[config.mk]
export PLATFORM = sky130hd
export DESIGN_NAME = ifetch_unit
export DESIGN_NICKNAME = d
export VERILOG_FILES = /design/src/rtl/ifetch_unit_pkg.sv /design/src/rtl/ifetch_unit_fetch_fifo.sv /design/src/rtl/ifetch_unit.sv
export SDC_FILE = /design/constraint.sdc
export NUM_CORES = 1
export LEC_CHECK = 0
export BUFFER_PORTS_ARGS = -buffer_cell sky130_fd_sc_hd__buf_2
export CAP_MARGIN = 20
export CORE_MARGIN = 3
export CORE_UTILIZATION = 60
export CTS_CLUSTER_DIAMETER = 50
export CTS_CLUSTER_SIZE = 30
export DETAILED_ROUTE_END_ITERATION = 16
export HOLD_SLACK_MARGIN = 0.03
export PLACE_DENSITY_LB_ADDON = 0.25
export SLEW_MARGIN = 10
export SYNTH_ARGS = -nofsm -noshare
export SYNTH_HDL_FRONTEND = slang
export SYNTH_SLANG_ARGS = --single-unit
[constraint.sdc]
create_clock -name clk -period 14.75 [get_ports clk]
set_input_delay 1.475 -clock clk [delete_from_list [all_inputs] [get_ports clk]]
set_output_delay 1.475 -clock clk [all_outputs]
set_load 0.01 [all_outputs]
[src/rtl/ifetch_unit_pkg.sv]
// Shared types and constants for the instruction fetch unit.
package ifetch_unit_pkg;

  localparam int          XLEN     = 32;
  localparam logic [31:0] NOP_INSN = 32'h0000_0013;
  localparam logic [31:0] PC_STEP  = 32'd4;

  typedef enum logic {
    FETCH = 1'b0,
    FLUSH = 1'b1
  } fetch_state_e;

  typedef struct packed {
    logic [XLEN-1:0] pc;
    logic [XLEN-1:0] data;
  } ibuf_entry_t;

  function automatic logic [XLEN-1:0] align_word(input logic [XLEN-1:0] a);
    return a & ~(XLEN'(3));
  endfunction

endpackage

[src/rtl/ifetch_unit_fetch_fifo.sv]
// Small synchronous first-word-fall-through FIFO; head entry is visible while non-empty.
module fetch_fifo #(
  parameter int WIDTH = 32,
  parameter int DEPTH = 2,
  localparam int PW = (DEPTH > 1) ? $clog2(DEPTH) : 1,
  localparam int CW = $clog2(DEPTH + 1)
) (
  input  logic             clk,
  input  logic             rst_n,
  input  logic             clr,
  input  logic             push,
  input  logic [WIDTH-1:0] push_data,
  input  logic             pop,
  output logic [WIDTH-1:0] pop_data,
  output logic             empty,
  output logic [CW-1:0]    count
);

  logic [WIDTH-1:0] mem_reg [DEPTH];
  logic [PW-1:0]    wr_ptr_reg, rd_ptr_reg;
  logic [CW-1:0]    count_reg;
  logic             full, wr_en, rd_en;
  logic [DEPTH-1:0] wr_sel;

  function automatic logic [PW-1:0] next_ptr(input logic [PW-1:0] p);
    return (p == PW'(DEPTH - 1)) ? '0 : p + PW'(1);
  endfunction

  assign empty    = (count_reg == '0);
  assign full     = (count_reg == CW'(DEPTH));
  assign rd_en    = pop && !empty;
  // A pop frees the slot in the same cycle, so a full FIFO may still accept a push.
  assign wr_en    = push && (!full || rd_en);
  assign count    = count_reg;
  assign pop_data = mem_reg[rd_ptr_reg];

  generate
    for (genvar gi = 0; gi < DEPTH; gi++) begin : g_wr_sel
      assign wr_sel[gi] = wr_en && (wr_ptr_reg == PW'(gi));
    end
  endgenerate

  always_ff @(posedge clk) begin
    for (int i = 0; i < DEPTH; i++) begin
      if (wr_sel[i]) mem_reg[i] <= push_data;
    end
  end

  always_ff @(posedge clk) begin
    if (!rst_n || clr) begin
      wr_ptr_reg <= '0;
      rd_ptr_reg <= '0;
      count_reg  <= '0;
    end else begin
      if (wr_en) wr_ptr_reg <= next_ptr(wr_ptr_reg);
      if (rd_en) rd_ptr_reg <= next_ptr(rd_ptr_reg);
      case ({wr_en, rd_en})
        2'b10:   count_reg <= count_reg + CW'(1);
        2'b01:   count_reg <= count_reg - CW'(1);
        default: count_reg <= count_reg;
      endcase
    end
  end

endmodule

[src/rtl/ifetch_unit.sv]
// Instruction fetch front end: credit-limited memory requests, in-order response
// pairing with request PCs, and redirect flushing of stale in-flight responses.
module ifetch_unit
  import ifetch_unit_pkg::*;
#(
  parameter logic [31:0] RESET_PC = 32'h0000_0000,
  parameter int          DEPTH    = 2
) (
  input  logic        clk,
  input  logic        rst_n,
  input  logic        redirect_valid,
  input  logic [31:0] redirect_pc,
  output logic        imem_req_valid,
  input  logic        imem_req_ready,
  output logic [31:0] imem_req_addr,
  input  logic        imem_rsp_valid,
  input  logic [31:0] imem_rsp_data,
  output logic        inst_valid,
  input  logic        inst_ready,
  output logic [31:0] instruction,
  output logic [31:0] inst_pc
);

  localparam int CW = $clog2(DEPTH + 1);
  localparam int ZW = CW + 1;
  localparam int EW = $bits(ibuf_entry_t);

  fetch_state_e    state_reg, state_next;
  logic [XLEN-1:0] pc_reg, pc_next;
  logic [CW-1:0]   discard_reg, discard_next;

  logic            pend_empty;
  logic [CW-1:0]   pend_count;
  logic [XLEN-1:0] pend_pc;
  logic            ibuf_empty;
  logic [CW-1:0]   ibuf_count;
  logic [EW-1:0]   ibuf_raw;
  ibuf_entry_t     ibuf_head, ibuf_in;

  logic [ZW-1:0]   outstanding, used;
  logic            req_valid, req_fire, rsp_ret, rsp_keep, inst_avail, inst_pop;

  // Every in-flight request is either awaiting pairing in the PC queue or marked for discard.
  assign outstanding = ZW'(pend_count) + ZW'(discard_reg);
  assign rsp_ret     = imem_rsp_valid && (outstanding != '0);
  assign rsp_keep    = rsp_ret && (state_reg == FETCH) && !redirect_valid && !pend_empty;
  assign inst_avail  = rst_n && !ibuf_empty;
  assign inst_pop    = inst_avail && inst_ready;
  // A buffer slot being consumed this cycle counts as free, which sustains one fetch per cycle.
  assign used        = outstanding + ZW'(ibuf_count) - ZW'(inst_pop);
  assign req_valid   = rst_n && (state_reg == FETCH) && !redirect_valid && (used < ZW'(DEPTH));
  assign req_fire    = req_valid && imem_req_ready;

  assign ibuf_in   = '{pc: pend_pc, data: imem_rsp_data};
  assign ibuf_head = ibuf_entry_t'(ibuf_raw);

  fetch_fifo #(.WIDTH(XLEN), .DEPTH(DEPTH)) u_pend_q (
    .clk       (clk),
    .rst_n     (rst_n),
    .clr       (redirect_valid),
    .push      (req_fire),
    .push_data (pc_reg),
    .pop       (rsp_keep),
    .pop_data  (pend_pc),
    .empty     (pend_empty),
    .count     (pend_count)
  );

  fetch_fifo #(.WIDTH(EW), .DEPTH(DEPTH)) u_ibuf (
    .clk       (clk),
    .rst_n     (rst_n),
    .clr       (redirect_valid),
    .push      (rsp_keep),
    .push_data (ibuf_in),
    .pop       (inst_pop),
    .pop_data  (ibuf_raw),
    .empty     (ibuf_empty),
    .count     (ibuf_count)
  );

  always_comb begin
    pc_next      = pc_reg;
    state_next   = state_reg;
    discard_next = discard_reg;
    if (req_fire) pc_next = pc_reg + PC_STEP;
    if (redirect_valid) begin
      // A response landing in the redirect cycle is dropped now, so it is not counted.
      pc_next      = align_word(redirect_pc);
      discard_next = CW'(outstanding - ZW'(rsp_ret));
      state_next   = (discard_next != '0) ? FLUSH : FETCH;
    end else if (state_reg == FLUSH) begin
      if (rsp_ret) discard_next = discard_reg - CW'(1);
      if (discard_next == '0) state_next = FETCH;
    end
  end

  always_ff @(posedge clk) begin
    if (!rst_n) begin
      pc_reg      <= RESET_PC;
      state_reg   <= FETCH;
      discard_reg <= '0;
    end else begin
      pc_reg      <= pc_next;
      state_reg   <= state_next;
      discard_reg <= discard_next;
    end
  end

  assign imem_req_valid = req_valid;
  assign imem_req_addr  = rst_n ? pc_reg : RESET_PC;
  assign inst_valid     = inst_avail;
  assign instruction    = inst_avail ? ibuf_head.data : NOP_INSN;
  assign inst_pc        = inst_avail ? ibuf_head.pc : '0;

endmodule

==> flow_metrics.tcl, run 1 <==
set metrics [dict create \
    yosysTopAreaCellShare_pct 58.11 \
    cts_resized 0 \
    globalplace.congestion 0.9485 \
    clockRootBuffer "clkbuf_16" \
    skew_ns 0.01399 \
    start_kind "input pin" \
    largest_reg_flops 124 \
    ys_seq_area_share_pct 67.17 \
    min_path_type "flip-flop to flip-flop" \
    syn2layout_area_growth_pct 18.17 \
    grt_max_degree 63 \
    synth_flop_cell "edfxtp_1" \
    cap_violations 0 \
    post-cts-setup-buffers 0 \
    io_pins 168 \
    initial_core_util_pct 61.86 \
    r2r-start "u_ibuf.count[1]" \
    cp.arrival_ns 6.53 \
    holdWs_ns 0.5000 \
    clk_path_buf_depth 3 \
    grt.total_usage_pct 21.98 \
    yosys-top-cells-area "edfxtp_1, dfxtp_1, mux2i_1" \
    drv_slew 0 \
    cp_cell_sequence "buf_2 -> o21ai_4 -> buf_4 -> inv_1 -> nand2_1 -> inv_1 -> ha_1 -> nand2b_1 -> fa_1 -> nor4bb_1 -> nand3_1 -> a31oi_1 -> nor2b_2 -> buf_4" \
    cp_max_fo 60 \
    grt_pass1_wl_um 31260 \
    wl_per_cell_um 18.41 \
    maxSlewHeadroom_pct 31.89 \
    min_from "u_ibuf.rd_ptr_reg" \
    crit_path_top_delay_cell "nand3_1" \
    yosys_warnings 0 \
    cts_tree "done" \
    power_density_nw_per_um2 117.2 \
    synth-edff-count 184 \
    irDropWorstVdd_v 0.0001084 \
    wirelength_um 19930 \
    clk_pin_slew_ns 0.07 \
    synth_commonest_cells "edfxtp_1, nor2_1, mux2i_1" \
    drtPass1Iterations 5 \
    die_h_um 131.9 \
    antenna_found_initial 0 \
    period_share_pct 43.17 \
    timing.fmax_ghz 0.1571 \
    startpoint "rst_n" \
    hold_depth 2 \
    reg2reg_depth 13 \
    outcome "complete, no violations" \
    crit_required_ns 14.92 \
    total_power_mw 1.317 \
    max_stage_delay_ns 0.65 \
    drive_gt1_share_pct 28.33 \
    synth_most_common_cell "edfxtp_1" \
    synthArstFlopShare_pct 0 \
    clock_sinks 227 \
    hold_viol 0 \
    first_iter_violations 523 \
    worstMarginPinSlew_ns 1.015 \
    vias 6341 \
    fp.dieW_um 131.9 \
    htree_levels 1 \
    crit_buf_inv 5 \
    cp_top_family "simple AND/OR/NAND/NOR gates" \
    fill_cells 1033 \
    busiest_layer "met2" \
    syn-instance-count 703 \
    grt_pass1_vias 6169 \
    synth_top_area_cell "edfxtp_1" \
    die-area_sq_um 17390 \
    setup_tns_ns 0 \
    num_rows 45 \
    fin_nets 935 \
    setup_viol 0 \
    setup.worst_path.class "input pin to flip-flop" \
    cp_num_cells 14 \
    syn-cell-area_sq_um 9508 \
    ant_nets 0 \
    dpl.hpwl_um 12570 \
    hold_buffers 0 \
    yosys.cell_types.count 59 \
    core-area_sq_um 15370 \
    leakagePower_nw 4.079 \
    numCtsBuffers 20 \
    rsz0062_at_grt "false" \
    gr-total-overflow 0 \
    ys_seq_elements 227 \
    portBuffers 161 \
    use_met3_pct 3.588 \
    fin_crit_ns 6.367 \
    via_per_inst 5.855 \
    clk_latency_ns 0.49 \
    diodes 0 \
    end_kind "flip-flop" \
    grt.met2_usage_pct 37.17 \
    synth.avg_cell_area_sq_um 13.52 \
    drc 0 \
    gr-usage-met1_pct 29.18 \
]
==> logic make-up after synthesis <==
| logic type | synth area share, % |
|---|---|
| other | 0.03944 |
| and+or+nand+nor | 12.09 |
| adders and majority gates | 1.079 |
| xor gates and xnor gates | 1.711 |
| muxes | 10.32 |
| buffers and inverters | 2.250 |
| AOI/OAI and AO/OA | 5.343 |
| DFF | 67.17 |
==> through the flow <==
stage                     utilization, %  setup WS, ns  cells  cell area, sq um
after CTS                          73.10         8.337   1083             11240
after floorplan                        -         9.220    706              9519
final                              73.10         8.383   1083             11240
after detailed placement           68.39         7.881   1047             10510
after global placement             68.39         8.167   1047             10510
after global routing               73.10         8.112   1083             11240
==> area by class of cell <==
| class | instances | area, sq um | area share (%) |
|---|---|---|---|
| inverters | 14 | 52.55 | 0.4677 |
| repair buffers | 168 | 858.3 | 7.639 |
| clock buffers | 27 | 631.9 | 5.624 |
| clock inverters | 9 | 91.34 | 0.8129 |
| flip-flops and latches | 227 | 6390 | 56.87 |
| well taps | 211 | 264.0 | 2.350 |
| multi-input cells | 427 | 2948 | 26.24 |
==> report_power, final <==
| group | switching [mW] | leakage [nW] | internal (mW) | total [mW] |
|---|---|---|---|---|
| Combinational | 0.0335 | 1.69 | 0.0236 | 0.0571 |
| Sequential | 0.0124 | 2.03 | 0.700 | 0.712 |
| Clock | 0.237 | 0.354 | 0.311 | 0.547 |
==> tightest hold or removal path: cells and delay by family, from the launching register on <==
kind                      cells  cell delay (ns)
xor gates and xnor gates      1             0.07
DFF                           1             0.32
and+or+nand+nor               1             0.07
==> placed cells by master, fill, tap and decap left out, types with 5 or more instances in the layout <==
| cell | Yosys | routed |
|---|---|---|
| a21oi_1 | 18 | 18 |
| buf_2 | 3 | 161 |
| a31oi_1 | 14 | 14 |
| edfxtp_1 | 184 | 184 |
| xor2_1 | 7 | 7 |
| and2_1 | 32 | 32 |
| and3_1 | 5 | 5 |
| nand4_1 | 15 | 15 |
| clkbuf_16 | 0 | 24 |
| dfxtp_1 | 43 | 42 |
| mux2_2 | 32 | 32 |
| nand3_1 | 17 | 17 |
| ha_1 | 5 | 5 |
| nand2_1 | 43 | 43 |
| nor3_1 | 8 | 8 |
| nor2_1 | 82 | 80 |
| o21ai_0 | 16 | 16 |
| inv_1 | 13 | 13 |
| xnor2_1 | 9 | 9 |
| mux2i_1 | 62 | 62 |
| buf_4 | 4 | 7 |
==> final timing paths <==
check	end	slack (ns)
min reg2reg	flip-flop	0.50
max	u_pend_q.mem_reg[0][14]	8.38
min	flip-flop	0.50
max reg2reg	u_pend_q.mem_reg[0][14]	9.37
==> layer usage <==
layer | vias to the layer above | routed length (um)
li1 | 2908 | -
met1 | 3062 | 8029
met2 | 317 | 9705
met3 | 54 | 1556
met4 | 0 | 643
met5 | - | 0
Note: power is estimated with default switching activity, not from simulation.
==> run 2: changes to the inputs <==
--- a/config.mk
+++ b/config.mk
@@ -8,7 +8,7 @@
 export BUFFER_PORTS_ARGS = -buffer_cell sky130_fd_sc_hd__buf_2
 export CAP_MARGIN = 20
 export CORE_MARGIN = 3
-export CORE_UTILIZATION = 60
+export CORE_UTILIZATION = 56
 export CTS_CLUSTER_DIAMETER = 50
 export CTS_CLUSTER_SIZE = 30
 export DETAILED_ROUTE_END_ITERATION = 16
==> constraint.sdc (replaced) <==
create_clock -name clk -period 6.4 [get_ports clk]
set_input_delay 0.64 -clock clk [delete_from_list [all_inputs] [get_ports clk]]
set_output_delay 0.64 -clock clk [all_outputs]
set_load 0.01 [all_outputs]
==> run 2 against run 1 <==
  * Hold slack lost 0.17 ns
  * Combinational power up 130%
  * Largest cell class unchanged
  * First-iteration DRC count fell by 6.1%
  * Critical path depth down 4
  * Setup slack got worse by 6.5 ns
  * Cell count grew 0.83%
  * Largest power group unchanged
  * Non-clock buffer count unchanged
  * Total power up 130%
  * Sequential share of layout area grew 0.063 points
  * Clock power grew 130%
  * Routed wire length shrank 2.8%
==> flow_metrics.tcl, run 2 (synthesized netlist as in run 1, its figures left out) <==
set metrics [dict create \
    drc 0 \
    maxSlewHeadroom_pct 26.88 \
    die_h_um 136.3 \
    p_int_mw 2.315 \
    grt.total_usage_pct 20.54 \
    max_stage_delay_ns 0.62 \
    rsz0062_at_grt "false" \
    first_iter_violations 491 \
    clockRootBuffer "clkbuf_16" \
    crit_buf_inv 2 \
    outcome "complete, no violations" \
    layout_commonest_cell "edfxtp_1" \
    die-area_sq_um 18580 \
    p_seq_share_pct 54.6 \
    regToRegSetupSlack_ns 1.90 \
    io_pins 168 \
    p_comb_share_pct 4.3 \
    total_power_mw 3.008 \
    worstMarginPinSlew_ns 1.097 \
    fin_nets 935 \
    htree_levels 1 \
    cp_max_fo 30 \
    fill_cells 1216 \
    grt_pass1_wl_um 30390 \
    post-cts-setup-buffers 0 \
    hold_viol 0 \
    period_share_pct 70.32 \
    layoutNonFillerInstCount 1092 \
    cp_num_cells 10 \
    syn2layout_area_growth_pct 18.04 \
    cap_violations 0 \
    drv_slew 0 \
    clockPowerShare_pct 41.1 \
    r2r-start "u_pend_q.count[0]" \
    cp.arrival_ns 4.65 \
    worstReg2RegEnd "u_pend_q.mem_reg[0][4]" \
    cp_cell_sequence "ha_1 -> inv_1 -> fa_1 -> ha_1 -> fa_1 -> nor4bb_1 -> nand3_1 -> a31oi_1 -> nor2b_2 -> buf_4" \
    start_kind "flip-flop" \
    startpoint "u_pend_q.count[0]" \
    irDropWorstVdd_v 0.0001972 \
    crit_required_ns 6.55 \
    largest_reg_flops 124 \
    setup_tns_ns 0 \
    drtPass1Iterations 5 \
    setup.worst_path.class "flip-flop to flip-flop" \
    crit_end "u_pend_q.mem_reg[0][4]" \
    diodes 0 \
    cp_top_family "adder cells" \
    leakagePower_nw 4.071 \
    crit_path_top_delay_cell "nand3_1" \
    clk_pin_slew_ns 0.08 \
    min_path_type "input pin to flip-flop" \
    clk_path_buf_depth 3 \
    portBuffers 161 \
    fin_crit_ns 4.501 \
    globalplace.congestion 0.9218 \
    cts_resized 0 \
    switching_share_pct 23.03 \
    clk_latency_ns 0.50 \
    grt_pass1_vias 5970 \
    clock_sinks 227 \
    postLayoutCellArea_sq_um 11220 \
    wirelength_um 19370 \
    dp.cells 1056 \
    power_density_nw_per_um2 268.0 \
    reg2reg_depth 10 \
    antenna_found_initial 0 \
    layout_common_cells "edfxtp_1, buf_2, nor2_1" \
    drive_gt1_share_pct 28.44 \
    final_util_pct 67.68 \
    grt_max_degree 63 \
    setup_viol 0 \
    end_kind "flip-flop" \
    skew_ns 0.01661 \
    fp.dieW_um 136.3 \
    cts_tree "done" \
    via_per_inst 5.635 \
    hold_buffers 0 \
    vias 6153 \
    wl_per_cell_um 17.74 \
    ant_nets 0 \
    p_sw_mw 0.6927 \
    numCtsBuffers 20 \
    initial_core_util_pct 57.33 \
    timing.fmax_ghz 0.2222 \
    place_area_sq_um 10520 \
    num_rows 47 \
    core-area_sq_um 16580 \
    dpl.hpwl_um 12660 \
    gr-total-overflow 0 \
]
run 2: cell types whose count changed in the layout (fill, tap and decap cells not counted):
cell and change:
clkbuf_1 -1, clkbuf_16 -3, clkbuf_8 -2, clkinvlp_4 -1
inv_12 +2, inv_16 +1, inv_4 +1, inv_6 +1
inv_8 +2
run 2: how the worst min path moves through the flow:
| stage | from | end | depth (start not counted) |
|---|---|---|---|
| finish | imem_rsp_data[10] | u_ibuf.mem_reg[1][10] | 1 |
| global route | imem_rsp_data[0] | u_ibuf.mem_reg[1][0] | 1 |
| CTS | imem_rsp_data[10] | u_ibuf.mem_reg[1][10] | 1 |
| detailed placement | pc_reg[31] | u_pend_q.mem_reg[0][31] | 0 |
| global placement | pc_reg[31] | u_pend_q.mem_reg[0][31] | 0 |
| floorplan | pc_reg[31] | u_pend_q.mem_reg[0][31] | 0 |
run 2: power groups by stage:
| stage | clock, mW | sequential [mW] | combinational, mW |
|---|---|---|---|
| floorplan | 0 | 1.66 | 0.0771 |
| detailed placement | 0 | 1.67 | 0.128 |
| finish | 1.24 | 1.64 | 0.130 |
| global placement | 0 | 1.67 | 0.122 |
| global route | 1.32 | 1.64 | 0.143 |
| CTS | 1.26 | 1.64 | 0.129 |
run 2: routing by layer:
layer,track usage (%),part of all wire [%],vias up
li1,-,-,2927
met1,26.27,40,2903
met2,36.57,50,282
met3,3.405,7.8,41
met4,5.207,2.0,0
met5,0,0,-
run 2: worst register-to-register path, cell delays in order (launching register included):
cell and delay (ns):
dfxtp_1 0.44, ha_1 0.18, inv_1 0.06, fa_1 0.59, ha_1 0.28, fa_1 0.54, nor4bb_1 0.35, nand3_1 0.62
a31oi_1 0.50, nor2b_2 0.20, buf_4 0.37
run 2: cell type report:
class | count | area [sq um] | area share [%]
well taps | 220 | 275.3 | 2.453
flip-flops and latches | 227 | 6390 | 56.93
multi-input cells | 427 | 2948 | 26.27
inverters | 14 | 52.55 | 0.4682
clock inverters | 15 | 173.9 | 1.550
clock buffers | 21 | 525.5 | 4.682
repair buffers | 168 | 858.3 | 7.648
run 2: stage by stage:
stage          setup slack [ns]  hold WS (ns)
6_report                  1.899        0.3272
5_1_grt                   1.671        0.3130
4_1_cts                   2.013        0.3145
3_5_place_dp              1.577        0.5014
3_3_place_gp              1.747        0.4822
2_1_floorplan             1.660        0.4313
